## src/rtl/mem_arb_pkg.sv

```systemverilog
// Shared types and helpers for the multi-port memory arbiter.
package mem_arb_pkg;

  typedef enum logic {
    PRIO_FIXED = 1'b0,
    PRIO_RR    = 1'b1
  } prio_mode_e;

  // Wide enough for the largest supported port count (8).
  localparam int IDX_MAX_W = 3;

  typedef struct packed {
    logic                 valid;
    logic [IDX_MAX_W-1:0] idx;
  } ret_slot_t;

  function automatic int port_idx_w(input int n);
    return (n > 1) ? $clog2(n) : 1;
  endfunction

endpackage

```

## src/rtl/mem_arb_rr_picker.sv

```systemverilog
// Combinational picker: first requesting index at or after ptr, wrapping N-1 -> 0.
module mem_arb_rr_picker #(
  parameter int N  = 2,
  parameter int IW = 1
) (
  input  logic [N-1:0]  req,
  input  logic [IW-1:0] ptr,
  output logic [N-1:0]  gnt,
  output logic [IW-1:0] idx,
  output logic          any
);

  // ptr is always < N, so one subtraction is enough to wrap.
  function automatic int wrap(input int v);
    return (v >= N) ? v - N : v;
  endfunction

  always_comb begin
    gnt = '0;
    idx = '0;
    any = 1'b0;
    for (int i = 0; i < N; i++) begin
      if (!any && req[wrap(int'(ptr) + i)]) begin
        any                        = 1'b1;
        gnt[wrap(int'(ptr) + i)]   = 1'b1;
        idx                        = IW'(wrap(int'(ptr) + i));
      end
    end
  end

endmodule

```

## src/rtl/mem_arbiter_mp.sv

```systemverilog
// Multi-port arbiter in front of a single-ported synchronous memory, with lock
// support and a latency-matched read-return pipeline.
module mem_arbiter_mp
  import mem_arb_pkg::*;
#(
  parameter int         NUM_PORTS    = 2,
  parameter int         ADDR_WIDTH   = 8,
  parameter int         DATA_WIDTH   = 16,
  parameter int         READ_LATENCY = 1,
  parameter prio_mode_e PRIO_MODE    = PRIO_RR
) (
  input  logic                                 clk_i,
  input  logic                                 rst_i,
  input  logic [NUM_PORTS-1:0]                 req_i,
  input  logic [NUM_PORTS-1:0]                 we_i,
  input  logic [NUM_PORTS-1:0]                 lock_i,
  input  logic [NUM_PORTS-1:0][ADDR_WIDTH-1:0] addr_i,
  input  logic [NUM_PORTS-1:0][DATA_WIDTH-1:0] wdata_i,
  output logic [NUM_PORTS-1:0]                 gnt_o,
  output logic [NUM_PORTS-1:0]                 rvalid_o,
  output logic [DATA_WIDTH-1:0]                rdata_o,
  input  logic [DATA_WIDTH-1:0]                mem_value_i,
  output logic [ADDR_WIDTH-1:0]                mem_addr_o,
  output logic [DATA_WIDTH-1:0]                mem_value_o,
  output logic                                 mem_rd_en_o,
  output logic                                 mem_wr_en_o,
  output logic                                 mem_enable_o
);

  // Handshake: a port holds req_i (with we_i/addr_i/wdata_i stable) until it
  // sees gnt_o in the same cycle; that cycle is the transfer. Reads return
  // exactly READ_LATENCY cycles later as a one-cycle rvalid_o pulse.

  localparam int IW = port_idx_w(NUM_PORTS);

  logic [IW-1:0]        rr_ptr, lock_owner, pick_ptr, pick_idx, win_idx, ptr_next;
  logic                 lock_valid, lock_hit, pick_any, win_any;
  logic [NUM_PORTS-1:0] pick_gnt, win_gnt;
  ret_slot_t            ret_pipe [READ_LATENCY];
  ret_slot_t            push_slot, ret_tail;

  assign pick_ptr = (PRIO_MODE == PRIO_RR) ? rr_ptr : '0;

  mem_arb_rr_picker #(.N(NUM_PORTS), .IW(IW)) u_picker (
    .req (req_i),
    .ptr (pick_ptr),
    .gnt (pick_gnt),
    .idx (pick_idx),
    .any (pick_any)
  );

  // The owner keeps the bus only while it still asserts both req and lock.
  assign lock_hit = lock_valid && req_i[lock_owner] && lock_i[lock_owner];

  always_comb begin
    win_gnt = pick_gnt;
    win_idx = pick_idx;
    win_any = pick_any;
    if (lock_hit) begin
      win_gnt             = '0;
      win_gnt[lock_owner] = 1'b1;
      win_idx             = lock_owner;
      win_any             = 1'b1;
    end
    if (rst_i) begin
      win_gnt = '0;
      win_any = 1'b0;
    end
  end

  assign gnt_o        = win_gnt;
  assign mem_rd_en_o  = win_any && !we_i[win_idx];
  assign mem_wr_en_o  = win_any && we_i[win_idx];
  assign mem_enable_o = mem_rd_en_o || mem_wr_en_o;
  assign mem_addr_o   = win_any ? addr_i[win_idx] : '0;
  assign mem_value_o  = win_any ? wdata_i[win_idx] : '0;

  assign ptr_next = (win_idx == IW'(NUM_PORTS - 1)) ? '0 : win_idx + IW'(1);

  always_ff @(posedge clk_i) begin
    if (rst_i) begin
      rr_ptr     <= '0;
      lock_valid <= 1'b0;
      lock_owner <= '0;
    end else begin
      if (win_any && !lock_hit) rr_ptr <= ptr_next;
      if (win_any && lock_i[win_idx]) begin
        lock_valid <= 1'b1;
        lock_owner <= win_idx;
      end else begin
        lock_valid <= 1'b0;
      end
    end
  end

  assign push_slot.valid = win_any && !we_i[win_idx];
  assign push_slot.idx   = IDX_MAX_W'(win_idx);

  always_ff @(posedge clk_i) begin
    if (rst_i) begin
      for (int i = 0; i < READ_LATENCY; i++) ret_pipe[i] <= '0;
    end else begin
      ret_pipe[0] <= push_slot;
      for (int i = 1; i < READ_LATENCY; i++) ret_pipe[i] <= ret_pipe[i-1];
    end
  end

  assign ret_tail = ret_pipe[READ_LATENCY-1];

  always_comb begin
    rvalid_o = '0;
    for (int i = 0; i < NUM_PORTS; i++)
      rvalid_o[i] = !rst_i && ret_tail.valid && (ret_tail.idx == IDX_MAX_W'(i));
  end

  assign rdata_o = rst_i ? '0 : mem_value_i;

endmodule
```

## config.mk

```make
export PLATFORM = sky130hd
export DESIGN_NAME = mem_arbiter_mp
export DESIGN_NICKNAME = d
export VERILOG_FILES = /design/src/rtl/mem_arb_pkg.sv /design/src/rtl/mem_arb_rr_picker.sv /design/src/rtl/mem_arbiter_mp.sv
export SDC_FILE = /design/constraint.sdc
export NUM_CORES = 1
export LEC_CHECK = 0
export CAP_MARGIN = 20
export CELL_PAD_IN_SITES_DETAIL_PLACEMENT = 1
export CELL_PAD_IN_SITES_GLOBAL_PLACEMENT = 1
export CORE_MARGIN = 3
export CORE_UTILIZATION = 37
export DETAILED_ROUTE_END_ITERATION = 8
export DONT_BUFFER_PORTS = 1
export HOLD_SLACK_MARGIN = 0.1
export PLACE_DENSITY_LB_ADDON = 0.2
export SLEW_MARGIN = 20
export SYNTH_ARGS = -nofsm -noshare
export SYNTH_HDL_FRONTEND = slang
export SYNTH_SLANG_ARGS = --single-unit
```

## constraint.sdc

```tcl
create_clock -name clk_i -period 2.9 [get_ports clk_i]
set_clock_uncertainty 0.1 [all_clocks]
set_input_delay 0.725 -clock clk_i [delete_from_list [all_inputs] [get_ports clk_i]]
set_output_delay 0.725 -clock clk_i [all_outputs]
set_load 0.02 [all_outputs]
```

## Yosys cells after proc, flatten, opt, wreduce, memory -nomap -nowiden

Memories as Yosys holds them, arrays and structs flattened.
Index checks and enable logic that the tools add are counted.

- Output and inout bits: 47
- Register bits after elaboration: 3
- RAM bits: 2
- Memories: 1
- Logic and storage cells: 86
- Input bits: 72

- $add $sub $neg: 4
- Bitwise logic cells: 1
- Mux-type cells: 47
- Reduce and logical (&&, ||, !) cells: 20
- Order comparisons: 9
- Equal/unequal tests: 1

Memories:

| memory | depth | width | rd ports | clocked after Yosys merged registers in | write ports | RTL line | source |
|---|---|---|---|---|---|---|---|
| ret_pipe | 1 | 2 | 1 | 0 | 1 | mem_arbiter_mp.sv:39 | `ret_slot_t ret_pipe [READ_LATENCY];` |

Operator list:

| cell | number |
|---|---|
| 32-bit by 1-bit greater-or-equal comparator with 1-bit output, second input constant | 2 |
| 32-bit by 3-bit < comparator with 1-bit output, second input constant | 2 |
| 16-bit two-way mux | 4 |
| 32-bit two-way mux | 2 |
| 32-bit by 3-bit greater-or-equal comparator with 1-bit output, second input constant | 1 |
| 32-bit by 3-bit subtractor with 32-bit output, second input constant | 1 |
| 1-bit two-way mux | 30 |
| 8-bit two-way mux | 3 |
| 1-bit logical AND | 13 |
| 2-bit two-way mux | 5 |
| 1-bit zero test | 4 |
| 1-bit by 2-bit < comparator with 1-bit output, second input constant | 2 |
| 1-bit demux with 1-bit select | 3 |
| 3-bit by 1-bit equality test with 1-bit output, second input constant | 1 |
| 3-bit zero test | 1 |
| 1-bit by 2-bit subtractor with 3-bit output, second input constant | 1 |
| 1-bit by 1-bit adder with 2-bit output, second input constant | 1 |
| 1-bit by 2-bit greater-or-equal comparator with 1-bit output, second input constant | 1 |
| 2-bit bitwise OR | 1 |
| 2-bit OR reduction | 1 |
| 1-bit adder, second input constant | 1 |
| 1-bit greater-or-equal comparator, second input constant | 1 |
| 1-bit logical OR | 1 |

## Longest topological paths before layout

Gate-level depths: netlist of run 1.

- Depth after elaboration: 15
- Mapped depth: 6
- Depth with buffers taken out: 3

## Cells and area by module

A second synthesis of run 1 with hierarchy kept.

- Cell total of the unflattened synthesis: 161
- Area, all modules: 1148.6 µm²

Modules (own cells, without submodules):

| module | instances | sequential area each (µm²) | cells an instance | area each (µm²) |
|---|---|---|---|---|
| mem_arbiter_mp | 1 | 100.1 | 156 | 1116.1 |
| mem_arb_rr_picker | 1 | 0.0 | 5 | 32.5 |

## Worst setup path before layout of run 1

Ideal clock, no wire load.

- Path kind: input -> output
- From: input req_i[0]
- To: output mem_addr_o[0]
- Slack: 0.055 ns
- Buffers on the path: 3
- Data required time: 2.075 ns
- Stages: 6
- Data arrival time: 2.020 ns
- Cells stage by stage: clkbuf_2 -> nor2b_1 -> a221oi_2 -> buf_6 -> buf_12 -> mux2i_1

- Word-level cells in the longest chain between the ends: 11
- Elaborated cells on any way between the ends: 22
- Those cells by class: 18 x mux; 4 x reduce/logical

RTL lines:

| element | RTL line | source |
|---|---|---|
| start, declared | mem_arbiter_mp.sv:14 | `input logic [NUM_PORTS-1:0] req_i,` |
| 1-bit two-way mux (implied by the code) (3 in a row) | mem_arb_rr_picker.sv:23 | `if (!any && req[wrap(int'(ptr) + i)]) begin` |
| 1-bit two-way mux | mem_arb_rr_picker.sv:23 |  |
| 1-bit zero test | mem_arb_rr_picker.sv:23 |  |
| 1-bit logical AND | mem_arb_rr_picker.sv:23 |  |
| 1-bit two-way mux | mem_arb_rr_picker.sv:23 |  |
| 1-bit two-way mux | mem_arbiter_mp.sv:59 | `if (lock_hit) begin` |
| 8-bit two-way mux (implied by the code) (2 in a row) | mem_arbiter_mp.sv:75 | `assign mem_addr_o = win_any ? addr_i[win_idx] : '0;` |
| 8-bit two-way mux (*) | mem_arbiter_mp.sv:75 |  |
| end, declared | mem_arbiter_mp.sv:23 | `output logic [ADDR_WIDTH-1:0] mem_addr_o,` |

Mark *: on every way between the ends. The rest lies on a longest branch, timed or not. The select of a mux whose other input is x is not followed.

## Worst setup path after layout of run 1

- From: input lock_i[0]
- To: output mem_addr_o[7]

- Word-level cells in the longest chain between the ends: 7
- Elaborated cells on any way between the ends: 9
- Those cells by class: 8 x mux; 1 x reduce/logical

RTL lines:

| element | RTL line | source |
|---|---|---|
| start, declared | mem_arbiter_mp.sv:16 | `input logic [NUM_PORTS-1:0] lock_i,` |
| 1-bit two-way mux (implied by the code) (*) (2 in a row) | mem_arbiter_mp.sv:53 | `assign lock_hit = lock_valid && req_i[lock_owner] && lock_i[lock_owner];` |
| 1-bit logical AND (*) | mem_arbiter_mp.sv:53 |  |
| 1-bit two-way mux | mem_arbiter_mp.sv:59 |  |
| 8-bit two-way mux (implied by the code) (2 in a row) | mem_arbiter_mp.sv:75 |  |
| 8-bit two-way mux (*) | mem_arbiter_mp.sv:75 |  |

Marks and branches as above.

==> results of run 1 <==
[placed cells by master (no fill, tap or decap), types with 2 or more instances in the layout]
master    netlist  layout
nand2b_1        2       2
mux2i_1        28      28
clkbuf_4        0       3
buf_4           0      29
a211oi_1        2       2
o211a_1         2       2
a21oi_1         2       2
nand2_1        53      53
dfxtp_1         5       5
inv_1           4       4
nor2b_1        17      17
[per-stage QoR]
stage	util	setup slack, ns
2_1_floorplan	-	0.0550
3_3_place_gp	0.489	0.209
3_5_place_dp	0.489	0.149
4_1_cts	0.500	0.137
5_1_grt	0.500	0.0533
6_report	0.500	0.173
[area by class of cell]
cell class                 count  area (um2)
clock buffer                   4        26.3
fill                         332        1170
tap                           28        35.0
multi-input combinational    118         756
sequential                     5         100
inverter                       4        15.0
timing repair buffer          30         238
[flip-flops by register name, summed over array words and instances, names as in the netlist]
name	count
lock_valid	1
lock_owner	1
pick_ptr	1
ret_pipe	2
[critical path: cells and delay by family]
family	cells	cell delay, ns
multiplexers	1	0.24
buffers and inverters	2	0.47
AO/OA/AOI/OAI	2	0.46
[cell families (layout without fill, tap and decap cells)]
logic type,count (synthesis),after routing,synth area share
compound gates,13,13,0.119
buf+inv,17,38,0.118
flops,5,5,0.105
mux,28,28,0.293
simple gates,77,77,0.366
[synth_stat cells, types with 2 or more instances]
master,count,area [um2]
a211oi_1,2,15.0
nand2_1,53,199
nor2b_1,17,106
nand2b_1,2,12.5
a21oi_1,2,10.0
mux2i_1,28,280
dfxtp_1,5,100
buf_12,2,40.0
buf_2,6,30.0
clkbuf_1,2,7.51
inv_1,4,15.0
o211a_1,2,20.0
[path summary, 6_finish.rpt]
kind,start,slack [ns],endpoint
worst max-delay path,lock_i[0],0.17,mem_addr_o[7]
worst min-delay path,pick_ptr,0.46,pick_ptr
worst max register to register,pick_ptr,1.32,ret_pipe[0][1]
worst min register to register,pick_ptr,0.46,pick_ptr
[routing by layer]
| metal | share of wire | vias to the layer above | track usage | wire length (um) |
|---|---|---|---|---|
| met5 | 0 | - | 0 | 0 |
| met4 | 0.023 | 0 | 0.0795 | 74 |
| met3 | 0.10 | 8 | 0.0437 | 319 |
| met2 | 0.53 | 69 | 0.370 | 1710 |
| met1 | 0.34 | 463 | 0.178 | 1100 |
| li1 | - | 502 | - | - |
[where the power goes]
group	switching (W)	internal (W)	total, W	leakage [nW]
clock network	0.0000304	0.0000522	0.0000826	0.0150
logic	0.000129	0.0000896	0.000219	0.482
registers	0.00000454	0.0000742	0.0000787	0.0414
==> results.json, run 1 <==
{
  "worst_pin_slew_ns": 0.676,
  "crit_slowest_cell": "buf_4",
  "areaGrowthSynthToFinish_pct": 22.2,
  "syn_avg_cell_area_um2": 6.84,
  "drt_wl_total_mm": 3.20,
  "drive_above_1_share": 0.230,
  "grt_pass1_vias": 1104,
  "cts_resized": 0,
  "dp_hpwl_mm": 2.65,
  "start_util": 0.409,
  "viasPerCell": 5.51,
  "period_share": 0.940,
  "cp-start-kind": "input port",
  "cts_tree": "yes",
  "path_class": "in2out",
  "yosys_register_bits": 5,
  "crit_path_end_kind": "primary output",
  "rsz0062_at_grt": "no",
  "ys_async_sr_fraction": 0,
  "max-vdd-ir-drop_mv": 0.266,
  "tns_ns": 0,
  "status": "complete, no violations",
  "finalSetupViolCount": 0,
  "grt_util_all_layers": 0.187,
  "finalHoldViolCount": 0,
  "drv_cap": 0,
  "synth_edf_count": 0,
  "cp_max_fo": 15,
  "crit_chain": "a21bo_1 > a221oi_4 > buf_4 > mux2i_1 > buf_4",
  "cpPeakStageDelay_ns": 0.30,
  "hp-class": "reg2reg",
  "whs_ns": 0.457,
  "numCtsBuffers": 3,
  "arrival_ns": 1.90,
  "p_total_w": 0.000380,
  "ys_types": 27,
  "syn_area_um2": 957,
  "final_cell_area_um2": 1170,
  "portBuffers": 0,
  "dieArea_um2": 3230,
  "die-width_um": 56.9,
  "die_y_um": 56.9,
  "maxSlewHeadroom": 0.549,
  "synthesis.nets": 212,
  "dominantRegCellSynth": "dfxtp_1",
  "htreeDepth": 1,
  "clockRootBuffer": "clkbuf_4",
  "p_leak_nw": 0.538,
  "synth-warning-count": 0,
  "grt_max_degree": 56,
  "n_antenna_cell": 0,
  "drc_errors": 0,
  "drt-initial-drc-count": 47,
  "max_freq_mhz": 367,
  "insertion_delay_ns": 0.25,
  "rr_worst_depth": 4,
  "seq_area_frac_synth": 0.105,
  "drv_slew": 0,
  "powerDensity_nw_per_um2": 325,
  "cts.sinks": 5,
  "final_antenna_net_count": 0,
  "io_pins": 119,
  "cpMostUsedCell": "buf_4",
  "grt_pass1_wl_mm": 4.84,
  "via_count": 1042,
  "netlist_instances": 140,
  "fin_nets": 234,
  "gp_congestion": 0.725,
  "placementRows": 17,
  "clkSlewWorstSetupHoldPaths_ns": 0.05,
  "dr.pass1.iters": 4,
  "overflow": 0,
  "holdBufCountCts": 0,
  "finalCriticalPeriod_ns": 2.73,
  "cts_buffer_depth": 2,
  "wl_per_cell_um": 17.0,
  "placed_cells": 185,
  "stdcell_count": 189,
  "holdPathStages": 2,
  "coreArea_um2": 2340,
  "place_area_um2": 1140,
  "postCtsSetupRepairBufs": 0,
  "antenna_found_initial": 0,
  "required_ns": 2.08
}
(Power assumes the default switching activity.)
==> run 2: changes to the inputs <==
--- a/config.mk
+++ b/config.mk
@@ -5,11 +5,12 @@
 export SDC_FILE = /design/constraint.sdc
 export NUM_CORES = 1
 export LEC_CHECK = 0
+export ABC_AREA = 1
 export CAP_MARGIN = 20
 export CELL_PAD_IN_SITES_DETAIL_PLACEMENT = 1
 export CELL_PAD_IN_SITES_GLOBAL_PLACEMENT = 1
 export CORE_MARGIN = 3
-export CORE_UTILIZATION = 37
+export CORE_UTILIZATION = 32
 export DETAILED_ROUTE_END_ITERATION = 8
 export DONT_BUFFER_PORTS = 1
 export HOLD_SLACK_MARGIN = 0.1
==> results.json, run 2 <==
{
  "rr_startpoint": "lock_owner",
  "cts_buffer_depth": 2,
  "cts.sinks": 5,
  "crit_chain": "inv_1 > o21ai_0 > inv_1 > buf_4 > o21ai_0 > nor2_1 > buf_4",
  "coreArea_um2": 2230,
  "arrival_ns": 1.86,
  "synth_commonest_cells": "nor2_1, inv_1, o21ai_0, nand2_1, o21ai_1",
  "start_util": 0.343,
  "overflow": 0,
  "yosysMostFrequentCell": "nor2_1",
  "areaGrowthSynthToFinish_pct": 29.5,
  "hp-class": "reg2reg",
  "io_pins": 119,
  "dominantRegCellSynth": "dfxtp_1",
  "via_count": 1096,
  "synth_top_cell_by_area": "nor2_1",
  "powerDensity_nw_per_um2": 374,
  "finalHoldViolCount": 0,
  "required_ns": 2.08,
  "internal_power_w": 0.000198,
  "cpPeakStageDelay_ns": 0.26,
  "drive_above_1_share": 0.190,
  "netlist_instances": 161,
  "antenna_found_initial": 0,
  "grt_util_all_layers": 0.173,
  "finalCriticalPeriod_ns": 2.69,
  "maxSlewHeadroom": 0.691,
  "status": "complete, no violations",
  "gp_congestion": 0.824,
  "yosys_register_bits": 5,
  "htreeDepth": 1,
  "synth-warning-count": 0,
  "period_share": 0.926,
  "final_common_cell": "nor2_1",
  "p_sw_w": 0.000173,
  "p_total_w": 0.000371,
  "dp_hpwl_mm": 2.56,
  "max-vdd-ir-drop_mv": 0.237,
  "insertion_delay_ns": 0.24,
  "top_register": "ret_pipe",
  "final_cell_mix": "nor2_1, buf_4, inv_1",
  "placementRows": 17,
  "ys_types": 14,
  "dieArea_um2": 3020,
  "seq_area_frac_synth": 0.131,
  "p_sw_frac": 0.466,
  "grt_pass1_vias": 988,
  "die-width_um": 55.0,
  "drv_cap": 0,
  "portBuffers": 0,
  "synth_area_leaders": "nor2_1, dfxtp_1, inv_1, o21ai_0, o21ai_1",
  "yosysTopAreaCellShare": 0.347,
  "final_antenna_net_count": 0,
  "drc_errors": 0,
  "tns_ns": 0,
  "cp_max_fo": 25,
  "finalSetupViolCount": 0,
  "ys_async_sr_fraction": 0,
  "numCtsBuffers": 3,
  "crit_slowest_cell": "buf_4",
  "grt_max_degree": 26,
  "nFillCells": 356,
  "p_leak_nw": 0.564,
  "critPathLaunch": "rst_i",
  "synthesis.nets": 233,
  "syn_area_um2": 767,
  "crit_path_end_kind": "primary output",
  "clkSlewWorstSetupHoldPaths_ns": 0.04,
  "die_y_um": 55.0,
  "cp-start-kind": "input port",
  "hp-start": "lock_owner",
  "clockRootBuffer": "clkbuf_4",
  "grt_pass1_wl_mm": 3.83,
  "postCtsSetupRepairBufs": 0,
  "synth_edf_count": 0,
  "clkPwrFrac": 0.221,
  "drt-initial-drc-count": 3,
  "viasPerCell": 5.17,
  "largest_register_ffs": 2,
  "rrSetupSlack_ns": 1.34,
  "holdBufCountCts": 0,
  "drv_slew": 0,
  "dr.pass1.iters": 4,
  "path_class": "in2out",
  "wl_per_cell_um": 14.1,
  "seqPwrFrac": 0.209,
  "combinationalPowerShare": 0.569,
  "worst_pin_slew_ns": 0.465,
  "fin_nets": 257,
  "cts_tree": "yes",
  "max_freq_mhz": 372,
  "syn_avg_cell_area_um2": 4.76,
  "rsz0062_at_grt": "no",
  "drt_wl_total_mm": 3.00,
  "n_antenna_cell": 0,
  "rr_worst_depth": 9,
  "holdPathStages": 2
}
run 2: cell count changes after synthesis, sizes merged, moves of 3 or more:
| cell | change |
|---|---|
| nor2b | -17 |
| inv | +21 |
| mux2i | -28 |
| nor2 | +70 |
| nand3 | +6 |
| a21oi | +3 |
| buf | -3 |
| nand2 | -41 |
| o21ai | +27 |
run 2: area by class of cell:
class	instances	area (um2)	share of cell area
tap	28	35.0	0.0353
inverter	25	98.8	0.0995
timing repair buffer	29	221	0.223
multi-input combinational	121	512	0.515
sequential	5	100	0.101
clock buffer	4	26.3	0.0264
run 2: per-stage QoR:
stage / area [um2] / std cells / setup WS (ns) / util / hold WS (ns)
floorplan: 767 / 161 / 0.298 / - / 0.365
global placement: 953 / 208 / 0.163 / 0.427 / 0.393
detailed placement: 953 / 208 / 0.0402 / 0.427 / 0.398
CTS: 980 / 212 / 0.0389 / 0.439 / 0.407
global route: 993 / 212 / 0.0156 / 0.445 / 0.443
finish: 993 / 212 / 0.214 / 0.445 / 0.404
run 2: worst paths after layout:
| path | endpoint |
|---|---|
| worst max register to register | ret_pipe[0][1] |
| worst min-delay path | lock_owner |
| worst min register to register | lock_owner |
| worst max-delay path | mem_value_o[9] |
run 2: repair_timing:
action	CTS	global route
gates resized for setup	0	5
endpoints found under the hold margin	0	0
endpoints found under the setup margin	0	25
run 2: critical path, delay by kind of cell:
family | cells | cell delay, ns
buffers and inverters | 4 | 0.70
AND/OR/NAND/NOR | 1 | 0.12
AO/OA/AOI/OAI | 2 | 0.31
run 2: power groups by stage:
stage               combinational (W)  clock (W)  sequential (W)
finish                       0.000211  0.0000822       0.0000777
detailed placement           0.000210          0       0.0000789
CTS                          0.000211  0.0000867       0.0000777
global route                 0.000235  0.0000874       0.0000783
global placement             0.000203          0       0.0000787
floorplan                    0.000157          0       0.0000781
run 2: logic make-up (layout without fill, tap and decap cells):
family | Yosys count | count (layout) | synth area share
simple gates | 89 | 89 | 0.452
buf+inv | 35 | 58 | 0.209
compound gates | 32 | 32 | 0.209
flops | 5 | 5 | 0.131
run 2: routing by layer:
layer  global-route usage  vias to the layer above  share of wire
met1                0.147                      481           0.31
met3               0.0429                        8           0.12
met2                0.354                       72           0.55
met5                    0                        -              0
met4               0.0972                        0          0.022
li1                     -                      535              -
==> run 3: changes to the inputs <==
--- a/config.mk
+++ b/config.mk
@@ -6,15 +6,16 @@
 export NUM_CORES = 1
 export LEC_CHECK = 0
 export ABC_AREA = 1
+export BUFFER_PORTS_ARGS = -buffer_cell sky130_fd_sc_hd__buf_2
 export CAP_MARGIN = 20
 export CELL_PAD_IN_SITES_DETAIL_PLACEMENT = 1
 export CELL_PAD_IN_SITES_GLOBAL_PLACEMENT = 1
 export CORE_MARGIN = 3
-export CORE_UTILIZATION = 32
+export CORE_UTILIZATION = 15
 export DETAILED_ROUTE_END_ITERATION = 8
-export DONT_BUFFER_PORTS = 1
 export HOLD_SLACK_MARGIN = 0.1
 export PLACE_DENSITY_LB_ADDON = 0.2
+export SKIP_LAST_GASP = 1
 export SLEW_MARGIN = 20
 export SYNTH_ARGS = -nofsm -noshare
 export SYNTH_HDL_FRONTEND = slang
==> results.json, run 3 (synthesis results as in run 2) <==
{
  "cts_resized": 0,
  "grt_util_all_layers": 0.126,
  "worst_pin_slew_ns": 0.361,
  "maxSlewHeadroom": 0.759,
  "viasPerCell": 4.05,
  "stdcell_count": 348,
  "drt-initial-drc-count": 20,
  "htreeDepth": 1,
  "start_util": 0.159,
  "finalSetupViolCount": 0,
  "n_antenna_cell": 0,
  "nFillCells": 708,
  "grt_pass1_wl_mm": 6.30,
  "grt_max_degree": 27,
  "hp-class": "reg2reg",
  "antenna_found_initial": 0,
  "final_antenna_net_count": 0,
  "grtUsageMet1": 0.131,
  "crit_chain": "buf_2 > nand3_1 > nand2_1 > nand3_1 > nand2_2 > buf_4 > nand2_1 > a21oi_1 > buf_2",
  "cts_tree": "yes",
  "die_y_um": 77.5,
  "crit_path_end_kind": "primary output",
  "overflow": 0,
  "max-vdd-ir-drop_mv": 0.145,
  "finalCriticalPeriod_ns": 2.73,
  "clkSlewWorstSetupHoldPaths_ns": 0.04,
  "drt_wl_total_mm": 3.80,
  "path_class": "in2out",
  "max_freq_mhz": 367,
  "die-width_um": 77.5,
  "finalHoldViolCount": 0,
  "powerDensity_nw_per_um2": 318,
  "required_ns": 2.08,
  "grt_use_met2": 0.242,
  "top_register": "ret_pipe",
  "cp-start-kind": "input port",
  "p_total_w": 0.000476,
  "drive_above_1_share": 0.473,
  "areaGrowthSynthToFinish_pct": 94.9,
  "dieArea_um2": 6010,
  "io_pins": 119,
  "p_leak_nw": 0.969,
  "gp_congestion": 0.722,
  "post-route-util": 0.310,
  "cts_buffer_depth": 2,
  "cpPeakStageDelay_ns": 0.18,
  "arrival_ns": 1.90,
  "drv_slew": 0,
  "grt-busiest-layer": "met2",
  "insertion_delay_ns": 0.22,
  "rsz0062_at_grt": "yes",
  "drv_cap": 0,
  "coreArea_um2": 4820,
  "fin_nets": 354,
  "tns_ns": 0,
  "drc_errors": 0,
  "grt_pass1_vias": 1440,
  "use_met3": 0.0325,
  "wl_per_cell_um": 10.9,
  "final_cell_mix": "buf_2, nor2_1, inv_1",
  "placed_cells": 344,
  "numCtsBuffers": 3,
  "postCtsSetupRepairBufs": 0,
  "dp_hpwl_mm": 3.35,
  "clockRootBuffer": "clkbuf_8",
  "dr.pass1.iters": 4,
  "status": "complete, no violations",
  "portBuffers": 118,
  "crit_slowest_cell": "buf_2",
  "placementRows": 25,
  "holdBufCountCts": 0,
  "final_common_cell": "buf_2",
  "cts.sinks": 5,
  "cp_max_fo": 9,
  "largest_register_ffs": 2,
  "via_count": 1409,
  "period_share": 0.940
}
## run 3: layout make-up
type | instances | area (um2) | share of cell area
Clock buffer | 4 | 45.0 | 0.0301
Tap cell | 67 | 83.8 | 0.0561
Multi-Input combinational cell | 121 | 507 | 0.339
Inverter | 25 | 96.3 | 0.0644
Sequential cell | 5 | 100 | 0.0669
Timing Repair Buffer | 126 | 663 | 0.444
## run 3: worst paths after layout
check / start / to / slack [ns] / depth (start not counted)
setup reg to reg: lock_owner / ret_pipe[0][1] / 1.42 / 9
hold / removal: lock_owner / lock_owner / 0.40 / 2
hold reg to reg: lock_owner / lock_owner / 0.40 / 2
setup / recovery: req_i[1] / mem_wr_en_o / 0.17 / 9
## run 3: power breakdown
group          switching, W  internal (W)  total (W)
sequential       0.00000342     0.0000749  0.0000783
combinational      0.000160      0.000107   0.000268
clock             0.0000357     0.0000945   0.000130
## run 3: routing by layer
metal | vias to the layer above | part of all wire
met2 | 61 | 0.51
met1 | 619 | 0.39
met5 | - | 0
met3 | 2 | 0.091
met4 | 0 | 0.0066
li1 | 727 | -
## run 3: worst max-delay path: cells and delay by family
family          cells  cell delay [ns]
simple gates        5             0.57
compound gates      1             0.14
buf+inv             3             0.46
## run 3: per-stage QoR
| stage | setup WS (ns) | hold WS, ns | cell area, um2 |
|---|---|---|---|
| after floorplan | 0.298 | 0.365 | 767 |
| after global placement | 0.0492 | 0.398 | 1450 |
| after detailed placement | 0.00564 | 0.393 | 1450 |
| after CTS | 0.00831 | 0.403 | 1490 |
| after global routing | -0.00750 | 0.440 | 1500 |
| final | 0.175 | 0.403 | 1500 |
